<file path="config.mk">
export PLATFORM = sky130hd
export DESIGN_NAME = div_sqrt_fn_issue_flat
export DESIGN_NICKNAME = d
export VERILOG_FILES = /design/src/rtl/div_sqrt_fn_issue_if.sv /design/src/rtl/div_sqrt_resp_fifo.sv /design/src/rtl/div_sqrt_fn_issue.sv /design/src/flat_wrapper.sv
export SDC_FILE = /design/constraint.sdc
export NUM_CORES = 1
export LEC_CHECK = 0
export CAP_MARGIN = 20
export CORE_UTILIZATION = 30
export CTS_CLUSTER_DIAMETER = 120
export DETAILED_ROUTE_END_ITERATION = 7
export HOLD_SLACK_MARGIN = 0.08
export SLEW_MARGIN = 20
export SYNTH_ARGS = -nofsm -noshare
export SYNTH_HDL_FRONTEND = slang
export SYNTH_HIERARCHICAL = 1
export SYNTH_SLANG_ARGS = --single-unit
</file>
<file path="constraint.sdc">
create_clock -name clock -period 3.25 [get_ports clock]
set_input_delay 0.325 -clock clock [delete_from_list [all_inputs] [get_ports clock]]
set_output_delay 0.325 -clock clock [all_outputs]
set_load 0.03 [all_outputs]
</file>
<file path="src/rtl/div_sqrt_fn_issue_if.sv">
// Handshake bundle between the div/sqrt issue block, its client and the div/sqrt unit.
//   req*  : client request channel (valid/ready), tagged operands
//   unit* : issue channel into the unit (inValid/inReady) and its one-cycle result pulse
//   resp* : tagged response channel back to the client (valid/ready)
// Modports:
//   slave  - the issue block (div_sqrt_fn_issue)
//   master - the surroundings: client plus unit
interface div_sqrt_fn_issue_if #(
    parameter int unsigned expWidth = 8,
    parameter int unsigned sigWidth = 24,
    parameter int unsigned tagWidth = 4
);
    localparam int unsigned FW = expWidth + sigWidth;

    logic                reqValid;
    logic                reqReady;
    logic                reqSqrtOp;
    logic [FW-1:0]       reqA;
    logic [FW-1:0]       reqB;
    logic [2:0]          reqRoundingMode;
    logic [tagWidth-1:0] reqTag;

    logic                unitInReady;
    logic                unitInValid;
    logic                unitSqrtOp;
    logic [FW-1:0]       unitA;
    logic [FW-1:0]       unitB;
    logic [2:0]          unitRoundingMode;
    logic                unitOutValid;
    logic                unitSqrtOpOut;
    logic [FW-1:0]       unitOut;
    logic [4:0]          unitExceptionFlags;

    logic                respValid;
    logic                respReady;
    logic                respSqrtOp;
    logic [FW-1:0]       respOut;
    logic [4:0]          respFlags;
    logic [tagWidth-1:0] respTag;

    modport slave (
        input  reqValid, reqSqrtOp, reqA, reqB, reqRoundingMode, reqTag,
        output reqReady,
        input  unitInReady, unitOutValid, unitSqrtOpOut, unitOut, unitExceptionFlags,
        output unitInValid, unitSqrtOp, unitA, unitB, unitRoundingMode,
        input  respReady,
        output respValid, respSqrtOp, respOut, respFlags, respTag
    );

    modport master (
        output reqValid, reqSqrtOp, reqA, reqB, reqRoundingMode, reqTag,
        input  reqReady,
        output unitInReady, unitOutValid, unitSqrtOpOut, unitOut, unitExceptionFlags,
        input  unitInValid, unitSqrtOp, unitA, unitB, unitRoundingMode,
        output respReady,
        input  respValid, respSqrtOp, respOut, respFlags, respTag
    );
endinterface

</file>
<file path="src/rtl/div_sqrt_resp_fifo.sv">
// Small synchronous FIFO holding completed div/sqrt results.
// Ports:
//   clk_i, rst_ni   - clock, asynchronous active-low reset (empties the FIFO)
//   push_i, data_i  - write side; a push into a full FIFO is only taken with a same-cycle pop
//   pop_i, data_o   - read side; data_o is the head entry, valid while !empty_o
//   empty_o, full_o - occupancy flags
//   count_o         - number of stored entries
module div_sqrt_resp_fifo #(
    parameter int unsigned Width = 8,
    parameter int unsigned Depth = 2,
    parameter int unsigned CntW  = $clog2(Depth + 1)
) (
    input  logic             clk_i,
    input  logic             rst_ni,
    input  logic             push_i,
    input  logic [Width-1:0] data_i,
    input  logic             pop_i,
    output logic [Width-1:0] data_o,
    output logic             empty_o,
    output logic             full_o,
    output logic [CntW-1:0]  count_o
);
    localparam int unsigned PtrW = (Depth > 1) ? $clog2(Depth) : 1;

    logic [Width-1:0] mem_q [Depth];
    logic [PtrW-1:0]  wr_ptr_q, wr_ptr_d;
    logic [PtrW-1:0]  rd_ptr_q, rd_ptr_d;
    logic [CntW-1:0]  count_q, count_d;
    logic             do_push, do_pop;

    // Pointers wrap at Depth, which need not be a power of two.
    function automatic logic [PtrW-1:0] ptr_inc(input logic [PtrW-1:0] p);
        return (p == PtrW'(Depth - 1)) ? '0 : p + PtrW'(1);
    endfunction

    assign empty_o = (count_q == '0);
    assign full_o  = (count_q == CntW'(Depth));
    assign count_o = count_q;
    assign data_o  = mem_q[rd_ptr_q];

    assign do_pop  = pop_i && !empty_o;
    assign do_push = push_i && (!full_o || do_pop);

    always_comb begin
        wr_ptr_d = wr_ptr_q;
        rd_ptr_d = rd_ptr_q;
        count_d  = count_q;
        if (do_push) begin
            wr_ptr_d = ptr_inc(wr_ptr_q);
        end
        if (do_pop) begin
            rd_ptr_d = ptr_inc(rd_ptr_q);
        end
        if (do_push && !do_pop) begin
            count_d = count_q + CntW'(1);
        end else if (do_pop && !do_push) begin
            count_d = count_q - CntW'(1);
        end
    end

    always_ff @(posedge clk_i or negedge rst_ni) begin
        if (!rst_ni) begin
            wr_ptr_q <= '0;
            rd_ptr_q <= '0;
            count_q  <= '0;
        end else begin
            wr_ptr_q <= wr_ptr_d;
            rd_ptr_q <= rd_ptr_d;
            count_q  <= count_d;
        end
    end

    // Storage needs no reset: entries are only read once the count says they were written.
    always_ff @(posedge clk_i) begin
        if (do_push) begin
            mem_q[wr_ptr_q] <= data_i;
        end
    end
endmodule

</file>
<file path="src/rtl/div_sqrt_fn_issue.sv">
// Initiator/collector for the standard-format divide/sqrt unit.
// Takes one tagged request at a time from the client, issues it to the unit from registered
// operands, catches the unit's non-stallable result pulse into a response FIFO and returns
// tagged results to the client. A FIFO slot is reserved before every issue so no result is lost.
// Ports:
//   clock, nReset - clock, asynchronous active-low reset
//   control       - unit control word, passed straight through to unitControl
//   unitControl   - control word towards the unit
//   strayResult   - sticky flag: a result pulse arrived while no operation was outstanding
//   bus           - req/unit/resp handshake bundle (slave side)
`ifndef floatControlWidth
`define floatControlWidth 1
`endif

module div_sqrt_fn_issue #(
    parameter int unsigned expWidth  = 8,
    parameter int unsigned sigWidth  = 24,
    parameter int unsigned tagWidth  = 4,
    parameter int unsigned respDepth = 2
) (
    input  logic                          clock,
    input  logic                          nReset,
    input  logic [`floatControlWidth-1:0] control,
    output logic [`floatControlWidth-1:0] unitControl,
    output logic                          strayResult,
    div_sqrt_fn_issue_if.slave            bus
);
    localparam int unsigned FW     = expWidth + sigWidth;
    localparam int unsigned EntryW = 1 + FW + 5 + tagWidth;
    localparam int unsigned CntW   = $clog2(respDepth + 1);

    typedef enum logic [1:0] {
        StIdle  = 2'd0,
        StIssue = 2'd1,
        StWait  = 2'd2
    } state_e;

    state_e              state_q, state_d;
    logic                sqrt_op_q, sqrt_op_d;
    logic [FW-1:0]       a_q, a_d;
    logic [FW-1:0]       b_q, b_d;
    logic [2:0]          rm_q, rm_d;
    logic [tagWidth-1:0] tag_q, tag_d;
    logic                stray_q, stray_d;

    logic [CntW-1:0]     fifo_count;
    logic                fifo_empty, fifo_full;
    logic                fifo_push, fifo_pop;
    logic [EntryW-1:0]   push_data, pop_data;
    logic                credit_ok, req_fire;

    assign fifo_pop = !fifo_empty && bus.respReady;

    // Only IDLE accepts, and nothing is pushed in IDLE, so a free slot now stays free until the
    // result of this request arrives. A pop in this cycle already counts as a free slot.
    assign credit_ok    = (fifo_count < CntW'(respDepth)) || fifo_pop;
    assign bus.reqReady = nReset && (state_q == StIdle) && credit_ok;
    assign req_fire     = bus.reqValid && bus.reqReady;

    always_comb begin
        state_d   = state_q;
        sqrt_op_d = sqrt_op_q;
        a_d       = a_q;
        b_d       = b_q;
        rm_d      = rm_q;
        tag_d     = tag_q;
        unique case (state_q)
            StIdle: begin
                if (req_fire) begin
                    sqrt_op_d = bus.reqSqrtOp;
                    a_d       = bus.reqA;
                    b_d       = bus.reqB;
                    rm_d      = bus.reqRoundingMode;
                    tag_d     = bus.reqTag;
                    state_d   = StIssue;
                end
            end
            StIssue: begin
                if (bus.unitInReady) begin
                    state_d = StWait;
                end
            end
            StWait: begin
                if (bus.unitOutValid) begin
                    state_d = StIdle;
                end
            end
            default: state_d = StIdle;
        endcase
    end

    // A result pulse with nothing outstanding is dropped and flagged until reset.
    assign stray_d   = stray_q || (bus.unitOutValid && (state_q != StWait));
    assign fifo_push = (state_q == StWait) && bus.unitOutValid;
    assign push_data = {bus.unitSqrtOpOut, bus.unitOut, bus.unitExceptionFlags, tag_q};

    always_ff @(posedge clock or negedge nReset) begin
        if (!nReset) begin
            state_q   <= StIdle;
            sqrt_op_q <= 1'b0;
            a_q       <= '0;
            b_q       <= '0;
            rm_q      <= '0;
            tag_q     <= '0;
            stray_q   <= 1'b0;
        end else begin
            state_q   <= state_d;
            sqrt_op_q <= sqrt_op_d;
            a_q       <= a_d;
            b_q       <= b_d;
            rm_q      <= rm_d;
            tag_q     <= tag_d;
            stray_q   <= stray_d;
        end
    end

    div_sqrt_resp_fifo #(
        .Width (EntryW),
        .Depth (respDepth),
        .CntW  (CntW)
    ) u_resp_fifo (
        .clk_i   (clock),
        .rst_ni  (nReset),
        .push_i  (fifo_push),
        .data_i  (push_data),
        .pop_i   (fifo_pop),
        .data_o  (pop_data),
        .empty_o (fifo_empty),
        .full_o  (fifo_full),
        .count_o (fifo_count)
    );

    assign bus.unitInValid      = (state_q == StIssue);
    assign bus.unitSqrtOp       = sqrt_op_q;
    assign bus.unitA            = a_q;
    assign bus.unitB            = b_q;
    assign bus.unitRoundingMode = rm_q;

    assign bus.respValid = !fifo_empty;
    assign {bus.respSqrtOp, bus.respOut, bus.respFlags, bus.respTag} = pop_data;

    assign unitControl = control;
    assign strayResult = stray_q;

    // The full flag is implied by the count comparison above.
    logic unused_full;
    assign unused_full = fifo_full;
endmodule

</file>
<file path="src/flat_wrapper.sv">
// flat-port wrapper written by rule: the top's interface ports become plain ports
module div_sqrt_fn_issue_flat 
#(
    parameter int unsigned expWidth  = 8,
    parameter int unsigned sigWidth  = 24,
    parameter int unsigned tagWidth  = 4,
    parameter int unsigned respDepth = 2
)
  (clock, nReset, control, unitControl, strayResult, bus_reqValid, bus_reqSqrtOp, bus_reqA, bus_reqB, bus_reqRoundingMode, bus_reqTag, bus_reqReady, bus_unitInReady, bus_unitOutValid, bus_unitSqrtOpOut, bus_unitOut, bus_unitExceptionFlags, bus_unitInValid, bus_unitSqrtOp, bus_unitA, bus_unitB, bus_unitRoundingMode, bus_respReady, bus_respValid, bus_respSqrtOp, bus_respOut, bus_respFlags, bus_respTag);
  div_sqrt_fn_issue_if #(.expWidth(expWidth), .sigWidth(sigWidth), .tagWidth(tagWidth)) bus_i ();
  input  logic clock;
  input  logic nReset;
  input  logic [`floatControlWidth-1:0] control;
  output logic [`floatControlWidth-1:0] unitControl;
  output logic strayResult;
  input wire logic [$bits(bus_i.reqValid)-1:0] bus_reqValid;
  input wire logic [$bits(bus_i.reqSqrtOp)-1:0] bus_reqSqrtOp;
  input wire logic [$bits(bus_i.reqA)-1:0] bus_reqA;
  input wire logic [$bits(bus_i.reqB)-1:0] bus_reqB;
  input wire logic [$bits(bus_i.reqRoundingMode)-1:0] bus_reqRoundingMode;
  input wire logic [$bits(bus_i.reqTag)-1:0] bus_reqTag;
  output wire logic [$bits(bus_i.reqReady)-1:0] bus_reqReady;
  input wire logic [$bits(bus_i.unitInReady)-1:0] bus_unitInReady;
  input wire logic [$bits(bus_i.unitOutValid)-1:0] bus_unitOutValid;
  input wire logic [$bits(bus_i.unitSqrtOpOut)-1:0] bus_unitSqrtOpOut;
  input wire logic [$bits(bus_i.unitOut)-1:0] bus_unitOut;
  input wire logic [$bits(bus_i.unitExceptionFlags)-1:0] bus_unitExceptionFlags;
  output wire logic [$bits(bus_i.unitInValid)-1:0] bus_unitInValid;
  output wire logic [$bits(bus_i.unitSqrtOp)-1:0] bus_unitSqrtOp;
  output wire logic [$bits(bus_i.unitA)-1:0] bus_unitA;
  output wire logic [$bits(bus_i.unitB)-1:0] bus_unitB;
  output wire logic [$bits(bus_i.unitRoundingMode)-1:0] bus_unitRoundingMode;
  input wire logic [$bits(bus_i.respReady)-1:0] bus_respReady;
  output wire logic [$bits(bus_i.respValid)-1:0] bus_respValid;
  output wire logic [$bits(bus_i.respSqrtOp)-1:0] bus_respSqrtOp;
  output wire logic [$bits(bus_i.respOut)-1:0] bus_respOut;
  output wire logic [$bits(bus_i.respFlags)-1:0] bus_respFlags;
  output wire logic [$bits(bus_i.respTag)-1:0] bus_respTag;
  assign bus_i.reqValid = bus_reqValid;
  assign bus_i.reqSqrtOp = bus_reqSqrtOp;
  assign bus_i.reqA = bus_reqA;
  assign bus_i.reqB = bus_reqB;
  assign bus_i.reqRoundingMode = bus_reqRoundingMode;
  assign bus_i.reqTag = bus_reqTag;
  assign bus_reqReady = bus_i.reqReady;
  assign bus_i.unitInReady = bus_unitInReady;
  assign bus_i.unitOutValid = bus_unitOutValid;
  assign bus_i.unitSqrtOpOut = bus_unitSqrtOpOut;
  assign bus_i.unitOut = bus_unitOut;
  assign bus_i.unitExceptionFlags = bus_unitExceptionFlags;
  assign bus_unitInValid = bus_i.unitInValid;
  assign bus_unitSqrtOp = bus_i.unitSqrtOp;
  assign bus_unitA = bus_i.unitA;
  assign bus_unitB = bus_i.unitB;
  assign bus_unitRoundingMode = bus_i.unitRoundingMode;
  assign bus_i.respReady = bus_respReady;
  assign bus_respValid = bus_i.respValid;
  assign bus_respSqrtOp = bus_i.respSqrtOp;
  assign bus_respOut = bus_i.respOut;
  assign bus_respFlags = bus_i.respFlags;
  assign bus_respTag = bus_i.respTag;
  div_sqrt_fn_issue #(.expWidth(expWidth), .sigWidth(sigWidth), .tagWidth(tagWidth), .respDepth(respDepth)) u_core (.clock(clock), .nReset(nReset), .control(control), .unitControl(unitControl), .strayResult(strayResult), .bus(bus_i));
endmodule
</file>
==> flow_summary.toml <==
[drt]
antenna_left = 0
vias = 3633
drc_errors = 0
routed.top_layer = "met5"
drt-total-wl_um = 14100
drt-initial-drc-count = 67
via_per_inst = 4.30
drt_pre_antenna_iters = 4
wl_met3_um = 1760
wl_met1_um = 5750
routedWlPerCell_um = 16.7
dr_wl_met2_um = 6400

[floorplan]
num_rows = 52
core_sq_um = 20500
io_pins = 232
start_util_pct = 30.9
dieArea_sq_um = 21700
die_x_um = 147
die_h_um = 147

[yosys]
ys_warn_count = 6
syn_inst = 321
synth_nets = 439
syn_area_sq_um = 6340
synth_area_per_cell_sq_um = 19.8

[finish]
num-nets-final = 680
diodes = 0
drive_gt1_share_pct = 26.4
syn_to_final_growth_pct = 49.3
final_core_util_pct = 46.2
nFillCells = 1798

[clock_tree]
clock_sinks = 163
ctsRootBufferMaster = "clkbuf_16"
clock_latency_ns = 0.42
numCtsBuffers = 17
clockBufferDepth = 2
post_cts_resized = 0
path_clk_slew_ns = 0.06
ctsHtreeMaxLevel = 4
cts_tree = "yes"

[timing]
finalClockSkew_ns = 0.0104
timing.hold.ws_ns = 0.401
setup_viol = 0
final_max_slew_viol_count = 0
finalHoldViolCount = 0
maxSlewHeadroom_pct = 54.3
finalSetupTns_ns = 0
worstMarginPinSlew_ns = 0.686
fin_crit_sh_pct = 79.1
finalCriticalPeriod_ns = 2.57
max_freq_mhz = 389
rsz0062_at_grt = "no"

[global_route]
grt_antenna_before_repair = 1
overflow = 0
grt_util_all_layers_pct = 13.6
grt_pass1_wl_um = 22200
grt_pass1_vias = 4192
grt_max_degree = 74

[setup_path]
slowest_stage = "clkdlybuf4s50_1"
crit_required_ns = 2.92
crit_chain = "buf_12 -> mux2_4 -> clkdlybuf4s50_1"
critical_path.top_delay_family = "buffers and inverters"
worstPathArrival_ns = 2.25
cp-start-kind = "register"
worstSetupPathType = "reg -> out"
critPathMaxFanout = 36
end_kind = "primary output"
crit_buf_inv = 2
max_stage_delay_ns = 0.61

[placement]
hpwl_um = 9740
io_buffer_count = 229
globalplace.congestion = 0.675

[power]
leakagePower_uw = 0.00364
power.density_nw_per_um2 = 960
total_power_uw = 9090
irDropWorstVdd_mv = 0.524

[worst_hold_path]
hold_class = "in -> async"

[status]
outcome = "complete, no violations"

[flow_run]
maxCapViolCount = 0
## where the power goes
group	leakage [uW]	internal [uW]	switching, uW	total, uW
sequential	0.00169	2770	345	3120
clock	0.000290	1160	818	1980
combinational	0.00165	1920	2070	3990
## state kept, by name, indices dropped and copies added, names as in the netlist
signal                       flops
u_core/u_resp_fifo/mem_q        84
u_core/bus.unitA                32
u_core/bus.unitB                32
u_core/tag_q                     4
u_core/bus.unitRoundingMode      3
u_core/state_q                   2
u_core/u_resp_fifo/count_o       2
u_core/bus.unitSqrtOp            1
u_core/strayResult               1
u_core/u_resp_fifo/rd_ptr_q      1
u_core/u_resp_fifo/wr_ptr_q      1
## area by class of cell
class / count / area, sq um / share of cell area [%]
clock inverters: 10 / 93.8 / 0.991
flip-flops and latches: 163 / 4500 / 47.5
multi-input cells: 139 / 1660 / 17.5
well taps: 270 / 338 / 3.57
repair buffers: 235 / 2360 / 25.0
clock buffers: 22 / 493 / 5.21
inverters: 6 / 22.5 / 0.238
## final timing paths
kind | from | endpoint | slack, ns | cells after the start
worst max-delay path | u_core/u_resp_fifo/rd_ptr_q | bus_respFlags[3] | 0.68 | 3
worst min-delay path | nReset | u_core/u_resp_fifo/wr_ptr_q | 0.40 | 2
worst max register to register | u_core/u_resp_fifo/count_o[1] | u_core/tag_q[2] | 1.13 | 5
worst min register to register | u_core/tag_q[1] | u_core/u_resp_fifo/mem_q[0][1] | 0.48 | 0
max in group asynchronous | nReset | u_core/tag_q[3] | 1.82 | 3
min in group clock | u_core/tag_q[1] | u_core/u_resp_fifo/mem_q[0][1] | 0.48 | 0
## metrics by stage
stage                     setup slack (ns)  area [sq um]  instances
after global placement                1.04          8870        812
after floorplan                      0.129          6340        321
after CTS                            0.635          9470        845
after detailed placement             0.988          8870        812
final                                0.679          9470        845
after global routing                 0.587          9470        845
## layout by cell type (no fill, tap or decap), drive strengths merged
cell type	count
a2111oi	1
a21o	2
a21oi	1
buf	6
bufinv	1
clkbuf	22
clkdlybuf4s50	228
clkinv	2
clkinvlp	2
dfrtp	79
dlygate4sd3	1
edfxtp	84
ha	1
inv	11
mux2	114
nand2	2
nand2b	3
nor2	6
nor2b	1
o21ai	2
o2bb2ai	1
xnor2	3
xor2	2
## per-layer routing
metal  up-vias  global-route usage [%]
li1       1666                       -
met1      1759                    15.9
met2       190                    20.7
met3        16                    7.65
met4         2                    4.95
met5         -                       0
## what timing repair did
action | in CTS | in global routing
setup buffers | 0 | 0
endpoints found under the hold margin | 26 | 0
hold buffers | 1 | 0
Note: power is estimated with default switching activity, not from simulation.
